<file path="src/rtl/lm_pkg.sv">
// ----------------------------------------------------------------------------
// lm_pkg : shared types and constants for the load-multiple sequencer
// Rev 1.0 : initial release
// ----------------------------------------------------------------------------
`default_nettype none

package lm_pkg;

  typedef enum logic [1:0] {
    ST_IDLE  = 2'd0,
    ST_RUN   = 2'd1,
    ST_DRAIN = 2'd2,
    ST_DONE  = 2'd3
  } lm_state_e;

  localparam int         REG_CNT    = 8;
  localparam logic [2:0] PC_IDX     = 3'd7;
  localparam logic [7:0] MASK_ALL   = 8'hFF;
  localparam logic [7:0] MASK_NO_PC = 8'h7F;

endpackage

`default_nettype wire

</file>
<file path="src/rtl/load_multiple_sequencer_lowest_set_bit_8.sv">
// ----------------------------------------------------------------------------
// lowest_set_bit_8 : combinational priority encoder, lowest set bit wins
// Rev 1.0 : initial release
// ----------------------------------------------------------------------------
`default_nettype none

module lowest_set_bit_8
  import lm_pkg::*;
(
  input  logic [7:0] mask,
  output logic [2:0] index,
  output logic       valid
);

  // Scan downwards so the last hit (lowest index) takes priority.
  always_comb begin
    index = 3'd0;
    valid = 1'b0;
    for (int i = REG_CNT - 1; i >= 0; i--) begin
      if (mask[i]) begin
        index = 3'(i);
        valid = 1'b1;
      end
    end
  end

endmodule

`default_nettype wire

</file>
<file path="src/rtl/load_multiple_sequencer.sv">
// ----------------------------------------------------------------------------
// load_multiple_sequencer : LM/LA read sequencer feeding the register bank
// Option macro: LM_R7_WRITE_EN (R7 loadable through the PC write port)
// Rev 1.0 : initial release
// ----------------------------------------------------------------------------
`default_nettype none

module load_multiple_sequencer
  import lm_pkg::*;
#(
  parameter int DATA_W = 16,
  parameter int ADDR_W = 16
) (
  input  logic              clk,
  input  logic              reset,
  input  logic              start,
  input  logic              loadAll,
  input  logic [7:0]        regMask,
  input  logic [ADDR_W-1:0] baseAddr,
  output logic [ADDR_W-1:0] memAddr,
  output logic              memReadEn,
  input  logic [DATA_W-1:0] memReadData,
  output logic [2:0]        writeAddress,
  output logic [DATA_W-1:0] writeData,
  output logic              writeEnable,
  output logic [DATA_W-1:0] pcWriteData,
  output logic              pcWriteEnable,
  output logic              busy,
  output logic              done
);

  lm_state_e         state_q, state_d;
  logic [7:0]        pending_q, pending_d;
  logic [ADDR_W-1:0] cur_addr_q, cur_addr_d;
  logic [2:0]        wr_idx_q, wr_idx_d;
  logic              wr_valid_q, wr_valid_d;
  logic              mem_read_en_q, mem_read_en_d;
  logic              busy_q, busy_d;
  logic              done_q, done_d;

  logic [7:0]        eff_mask;
  logic [7:0]        pending_clr;
  logic [2:0]        lsb_idx;
  logic              lsb_valid;

  lowest_set_bit_8 u_lsb (
    .mask  (pending_q),
    .index (lsb_idx),
    .valid (lsb_valid)
  );

`ifdef LM_R7_WRITE_EN
  assign eff_mask = loadAll ? MASK_ALL : regMask;
`else
  // Bit 7 dropped here so no read slot or address is spent on R7.
  assign eff_mask = (loadAll ? MASK_NO_PC : regMask) & MASK_NO_PC;
`endif

  assign pending_clr = pending_q & ~(8'(8'b1 << lsb_idx));

  always_comb begin
    state_d    = state_q;
    pending_d  = pending_q;
    cur_addr_d = cur_addr_q;
    wr_idx_d   = wr_idx_q;
    wr_valid_d = 1'b0;
    case (state_q)
      ST_IDLE: begin
        if (start) begin
          pending_d  = eff_mask;
          cur_addr_d = baseAddr;
          state_d    = (eff_mask == 8'h00) ? ST_DONE : ST_RUN;
        end
      end
      ST_RUN: begin
        if (lsb_valid) begin
          wr_idx_d   = lsb_idx;
          wr_valid_d = 1'b1;
          pending_d  = pending_clr;
          cur_addr_d = cur_addr_q + ADDR_W'(1);
        end
        if (pending_clr == 8'h00) begin
          state_d = ST_DRAIN;
        end
      end
      ST_DRAIN: state_d = ST_DONE;
      default:  state_d = ST_IDLE;
    endcase
  end

  assign mem_read_en_d = (state_d == ST_RUN);
  assign busy_d        = (state_d != ST_IDLE);
  assign done_d        = (state_d == ST_DONE);

  always_ff @(posedge clk) begin
    if (reset) begin
      state_q       <= ST_IDLE;
      pending_q     <= 8'h00;
      cur_addr_q    <= '0;
      wr_idx_q      <= 3'd0;
      wr_valid_q    <= 1'b0;
      mem_read_en_q <= 1'b0;
      busy_q        <= 1'b0;
      done_q        <= 1'b0;
    end else begin
      state_q       <= state_d;
      pending_q     <= pending_d;
      cur_addr_q    <= cur_addr_d;
      wr_idx_q      <= wr_idx_d;
      wr_valid_q    <= wr_valid_d;
      mem_read_en_q <= mem_read_en_d;
      busy_q        <= busy_d;
      done_q        <= done_d;
    end
  end

  assign memAddr      = cur_addr_q;
  assign memReadEn    = mem_read_en_q;
  assign busy         = busy_q;
  assign done         = done_q;
  assign writeAddress = wr_idx_q;
  assign writeEnable  = wr_valid_q && (wr_idx_q != PC_IDX);
  assign writeData    = wr_valid_q ? memReadData : '0;
  assign pcWriteData  = memReadData;

`ifdef LM_R7_WRITE_EN
  assign pcWriteEnable = wr_valid_q && (wr_idx_q == PC_IDX);
`else
  assign pcWriteEnable = 1'b0;
`endif

endmodule

`default_nettype wire

</file>
<file path="config.mk">
export PLATFORM = sky130hd
export DESIGN_NAME = load_multiple_sequencer
export DESIGN_NICKNAME = d
export VERILOG_FILES = /design/src/rtl/lm_pkg.sv /design/src/rtl/load_multiple_sequencer_lowest_set_bit_8.sv /design/src/rtl/load_multiple_sequencer.sv
export SDC_FILE = /design/constraint.sdc
export NUM_CORES = 1
export LEC_CHECK = 0
export BUFFER_PORTS_ARGS = -buffer_cell sky130_fd_sc_hd__clkbuf_2
export CAP_MARGIN = 20
export CORE_MARGIN = 4
export CORE_UTILIZATION = 30
export DETAILED_ROUTE_END_ITERATION = 8
export SKIP_LAST_GASP = 1
export SLEW_MARGIN = 20
export SYNTH_ARGS = -nofsm -noshare
export SYNTH_HDL_FRONTEND = slang
export SYNTH_SLANG_ARGS = --single-unit
</file>
<file path="constraint.sdc">
create_clock -name clk -period 4.02 [get_ports clk]
set_input_delay 0.804 -clock clk [delete_from_list [all_inputs] [get_ports clk]]
set_output_delay 0.804 -clock clk [all_outputs]
set_load 0.02 [all_outputs]
</file>
==> results of run 1 <==
registers in the layout, summed over array words and instances (netlist names):
name          cells
busy              1
done              1
memAddr          16
memReadEn         1
pending_q         8
state_q           2
wr_valid_q        1
writeAddress      3
metrics by stage:
step | cells | worst slack (ps) | area (um^2) | util | hold slack (ps)
2_1_floorplan | 278 | 2135 | 2148 | - | 483.5
3_3_place_gp | 441 | 1728 | 2525 | 0.3676 | 464.4
3_5_place_dp | 441 | 1707 | 2525 | 0.3676 | 477.1
4_1_cts | 449 | 1661 | 2640 | 0.3843 | 487.7
5_1_grt | 449 | 1393 | 2640 | 0.3843 | 531.9
6_report | 449 | 1677 | 2640 | 0.3843 | 484.2
per-layer routing:
metal  vias up  part of all wire
li1       1144                 -
met1      1015              0.44
met2       102              0.46
met3         6             0.089
met4         0            0.0083
met5         -                 0
area by class of cell:
class | instances | area (um^2) | area share
Sequential cell | 33 | 660.6 | 0.2502
Tap cell | 96 | 120.1 | 0.04550
Multi-Input combinational cell | 206 | 1217 | 0.4611
Inverter | 7 | 26.28 | 0.009953
Clock buffer | 5 | 68.82 | 0.02607
Clock inverter | 3 | 46.29 | 0.01754
Timing Repair Buffer | 99 | 500.5 | 0.1896
power by group through the flow:
stage	Sequential (mW)	Clock [mW]	Combinational, mW
after floorplan	0.568	0	0.528
after global placement	0.532	0	0.726
after detailed placement	0.533	0	0.736
after CTS	0.526	0.328	0.738
after global routing	0.547	0.338	0.821
final	0.526	0.322	0.731
Yosys cell counts, types with 3 or more instances:
cell type,number,area (um^2)
o41ai_1,4,35.03
and2_1,16,100.1
or2_2,4,25.02
clkbuf_1,6,22.52
nor2_1,21,78.83
inv_1,7,26.28
nand2b_1,4,25.02
nor4_1,4,25.02
nand3_1,15,75.07
dfxtp_1,33,660.6
nand4_1,3,18.77
nand2_1,24,90.09
nor3_1,6,30.03
or4_1,3,22.52
a21oi_1,29,145.1
buf_4,17,127.6
a31oi_1,6,37.54
o21ai_2,3,26.28
o21ai_0,19,95.09
cell families after synthesis:
family | count (synthesis)
buffers and inverters | 39
other | 1
adder cells (fa/ha/maj) | 2
AO/OA/AOI/OAI | 88
AND/OR/NAND/NOR | 115
flip-flops | 33
worst min-delay path, cell delays in order (launching register included):
cell	delay (ps)
dfxtp_1	330
nand2_1	60
a21oi_1	50
worst min path at each step:
| stage | startpoint | slack (ps) | cells past startpoint | end |
|---|---|---|---|---|
| 3_3_place_gp | writeAddress[1] | 460 | 2 | writeAddress[1] |
| 5_1_grt | writeAddress[1] | 530 | 2 | writeAddress[1] |
| 3_5_place_dp | writeAddress[1] | 480 | 2 | writeAddress[1] |
| 6_report | writeAddress[1] | 480 | 2 | writeAddress[1] |
| 2_1_floorplan | pending_q[3] | 480 | 2 | pending_q[3] |
| 4_1_cts | writeAddress[1] | 490 | 2 | writeAddress[1] |
==> metrics.txt, run 1 <==
status=finished clean; ANT cells=0; Worst setup SP type=flip-flop; Worst-Skew Late Latency=290 ps; sequential area share after synthesis=0.3075; crit path DAT=2510 ps; Setup crit start=state_q[0]; die area=0.008578 mm^2; ANT nets after route=0; combinational share of power=0.463; H-tree depth=2; worst setup path end=memAddr[10]; drt initial violations=156; Final min period=2343 ps; post-CTS sizing=0; fillers=733; Post-CTS Repair Setup Buffers=0; CP Data Required Time=4190 ps; chip height=92.62 um; endpoints failing setup=0; leading cell type in the layout, fill and taps excluded=clkbuf_2; row count=30; grt peak-use layer=met2; maximum clock insertion buffer count=2; VDD IR max=219.5 uV; Routed WL=6.008 mm; Synth Cell Area=0.002148 mm^2; RePlAce Congestion=0.8834; CP endpoint kind=flip-flop; Layout Skew=4.834 ps; initial antenna violation count=0; worst r2r dst=memAddr[10]; drc violations=0; Rel. slew slack=0.4944; period utilization=0.5828; register bit count reported by yosys=33; share of layout cells above drive strength 1=0.3626; Detailed Place HPWL=4.674 mm; FF-to-FF path depth=6; reg2reg setup slack=1680 ps; max incr delay on CP=670 ps; P_leak=1.130 nW; CTS root buf=clkbuf_8; Nets=397; Post-Syn Area per Cell=7.728 um^2; Syn Inst Count=278; first drt pass iteration count=4; largest family of logic cells by synthesized area=simple AND/OR/NAND/NOR gates; reg-to-reg startpoint=state_q[0]; largest net degree at the start of global routing=33; compound-cell area share of the yosys netlist=0.2656; mux share of post-synthesis cell area=0; Syn. warnings=0; hold buffer count at cts=0; Critical Path Stages=6; final hold viol count=0; TNS Setup=0 ps; RSZ-0062 raised after global routing=false; CTS tree=built; clock group share of total power=0.204; Worst-path clk slew=80 ps; asr flop ratio synth=0; syn_nets=323; sw frac=0.4522; Final Slew Violations=0; CP Buf/Inv Count=1; Yosys cell types=61; Die X=92.62 um; Core ar.=0.006869 mm^2; initial core utilization=0.3128; fmax=426.8 MHz; Max-Cap Viols=0; WS Path Type=reg -> reg; total CTS buffers=5; CP top delay family=simple AND/OR/NAND/NOR gates; CP max FO=13; Post-Synth Adder-Cell Area=0.01048; WL/cell=13.38 um; commonest cells after routing, fill and taps aside=97 x clkbuf_2, 33 x dfxtp_1, 29 x a21oi_1; met3 Usage GRT=0.03574; clk sink count=33; area growth from synthesis to layout=22.89%; Power Dens Cells=598.2 mW/mm^2; IO buf count=97; vias in the first global route=2,081; total power draw=1.579 mW; first-pass GRT wire length=9.804 mm; Cell Chain, Critical Path=nor2b_1 > buf_4 > o21ai_4 > nand2_2 > nor2_1 > a2111oi_1; Least-Margin Pin Slew=756.8 ps; Sw Pwr=0.7141 mW; io pins=100; M2 GR Usage=0.2248; ys flop type=dfxtp_1; Flop pwr share=0.333; HP Class=reg -> reg; gr ovfl total=0; critical path's slowest cell=nor2b_1; XOR/XNOR Fraction of Synth Area=0; M1 GR Usage=0.1821; Int Pwr=0.8652 mW; via count=2,267; number of synthesized flops with an enable pin=0; simple-gate share of the synthesized area=0.2889; Vias/cell=5.049; gr usage total=0.1380
Power figures use the tool's default switching activity.
==> run 2: changes to the inputs <==
- clock period: 4.02 -> 1.9 ns (I/O delays scaled with it)
==> run 2 against run 1 <==
  * Setup slack worse by 1600 ps
  * Count of clock-buffer cells in the layout is 1 higher
  * Hold slack worse by 140 ps
  * Maximum frequency is 30% higher
  * Combinational power grew to 2.6 times the previous value
  * Largest cell class unchanged
  * Wire length is 10% higher
  * Cell count is 6.0% higher
==> metrics.txt, run 2 (same netlist as run 1, synthesis figures left out) <==
status=finished clean (unchanged); initial core utilization=0.3128 (unchanged); met3 wire len=574 um (was 533 um); area growth from synthesis to layout=31.97% (was 22.89%); drc violations=0 (unchanged); Final Slew Violations=0 (unchanged); H-tree depth=2 (unchanged); Worst-path clk slew=70 ps (was 80 ps); vias in the first global route=2,191 (was 2,081); maximum clock insertion buffer count=2 (unchanged); Finished Core Util=0.4128 (was 0.3843); CTS root buf=clkbuf_8 (unchanged); endpoints failing setup=0 (unchanged); Cell Chain, Critical Path=or4_4 > o21a_4 > nor2_8 > buf_4 > o21ai_1 > a21oi_1 (was nor2b_1 > buf_4 > o21ai_4 > nand2_2 > nor2_1 > a2111oi_1); hold_ws=342.7 ps (was 484.2 ps); via count=2,397 (was 2,267); met2 routed WL=2.996 mm (was 2.757 mm); CP max FO=10 (was 13); ANT cells=0 (unchanged); gr usage total=0.1509 (was 0.1380); post-route cell area=0.002835 mm^2 (was 0.002640 mm^2); CP endpoint kind=flip-flop (unchanged); Die X=92.62 um (unchanged); setup ws final=96.38 ps (was 1677 ps); RSZ-0062 raised after global routing=false (unchanged); Routed WL=6.623 mm (was 6.008 mm); CP top delay family=simple AND/OR/NAND/NOR gates (unchanged); period utilization=0.9493 (was 0.5828); CTS tree=built (unchanged); row count=30 (unchanged); max reg flops=16 (unchanged); Worst-Skew Late Latency=280 ps (was 290 ps); Post-Layout Cell Count=476 (was 449); placed insts=463 (was 441); initial antenna violation count=0 (unchanged); HP Class=in -> reg (was reg -> reg); first drt pass iteration count=4 (unchanged); Nets=424 (was 397); WS Path Type=reg -> reg (unchanged); largest net degree at the start of global routing=23 (was 33); Max-Cap Viols=0 (unchanged); uppermost layer routed=met4 (unchanged); io pins=100 (unchanged); drt initial violations=112 (was 156); CP Data Required Time=2110 ps (was 4190 ps); DP Area=0.002690 mm^2 (was 0.002525 mm^2); total CTS buffers=5 (unchanged); CP Buf/Inv Count=1 (unchanged); hold buffer count at cts=0 (unchanged); reg2reg setup slack=100 ps (was 1680 ps); share of layout cells above drive strength 1=0.4132 (was 0.3626); leading cell type in the layout, fill and taps excluded=clkbuf_2 (unchanged); Layout Skew=10.21 ps (was 4.834 ps); commonest cells after routing, fill and taps aside=97 x clkbuf_2, 32 x dfxtp_1, 29 x a21oi_1 (was 97 x clkbuf_2, 33 x dfxtp_1, 29 x a21oi_1); critical path's slowest cell=or4_4 (was nor2b_1); Core ar.=0.006869 mm^2 (unchanged); P_leak=1.262 nW (was 1.130 nW); final hold viol count=0 (unchanged); ANT nets after route=0 (unchanged); fmax=554.4 MHz (was 426.8 MHz); chip height=92.62 um (unchanged); TNS Setup=0 ps (unchanged); VDD IR max=603.4 uV (was 219.5 uV); Detailed Place HPWL=5.191 mm (was 4.674 mm); gr ovfl total=0 (unchanged); Vias/cell=5.036 (was 5.049); crit path DAT=2010 ps (was 2510 ps); Final min period=1804 ps (was 2343 ps); die area=0.008578 mm^2 (unchanged); IO buf count=97 (unchanged); max incr delay on CP=550 ps (was 670 ps); metal1 wirelength=2.952 mm (was 2.665 mm); WL/cell=13.91 um (was 13.38 um); worst slack, placed=45.56 ps (was 1707 ps); total power draw=3.515 mW (was 1.579 mW); RePlAce Congestion=0.9003 (was 0.8834); first-pass GRT wire length=10.63 mm (was 9.804 mm); Power Dens Cells=1240 mW/mm^2 (was 598.2 mW/mm^2); clk sink count=33 (unchanged); Worst setup SP type=flip-flop (unchanged)
-- run 2: cell count changes in the layout (fill, tap and decap cells not counted), sizes merged --
cell / previous run / this run
clkinvlp: 1 / 0
clkinv: 1 / 2
buf: 2 / 29
clkbuf: 102 / 103
bufinv: 1 / 0
-- run 2: path summary, 6_finish.rpt --
kind / startpoint / to / depth (start not counted)
worst max-delay path: pending_q[1] / pending_q[1] / 6
worst min-delay path: baseAddr[1] / memAddr[1] / 3
worst max register to register: pending_q[1] / pending_q[1] / 6
worst min register to register: writeAddress[1] / writeAddress[1] / 2
-- run 2: worst min-delay path, delay by kind of cell --
family                 cells  cell delay [ps]
AOI/OAI and AO/OA          1               80
and+or+nand+nor            1               40
buffers and inverters      1               80
-- run 2: area by class of cell --
class / count / area [um^2]
inverter: 7 / 26.28
sequential: 33 / 661.9
clock buffer: 6 / 72.57
timing repair buffer: 126 / 715.7
fill: 720 / 4034
clock inverter: 2 / 10.01
tap: 96 / 120.1
multi-input combinational: 206 / 1229
-- run 2: layer usage --
metal,GRT usage,vias to the layer above
met3,0.04224,11
met5,0,-
li1,-,1196
met2,0.2423,92
met4,0.04396,0
met1,0.1972,1098
-- run 2: power by group --
group          internal [mW]  total (mW)  leakage [nW]  switching [mW]
clock                  0.254       0.518        0.0450           0.264
sequential             0.873        1.08         0.271           0.207
combinational          0.813        1.92         0.945            1.10
total                   1.94        3.51          1.26            1.57
-- run 2: what timing repair did --
action | CTS | global route
resized for setup | 0 | 3
setup endpoints to repair | 0 | 11
endpoints found under the hold margin | 0 | 0
setup buffers | 0 | 5
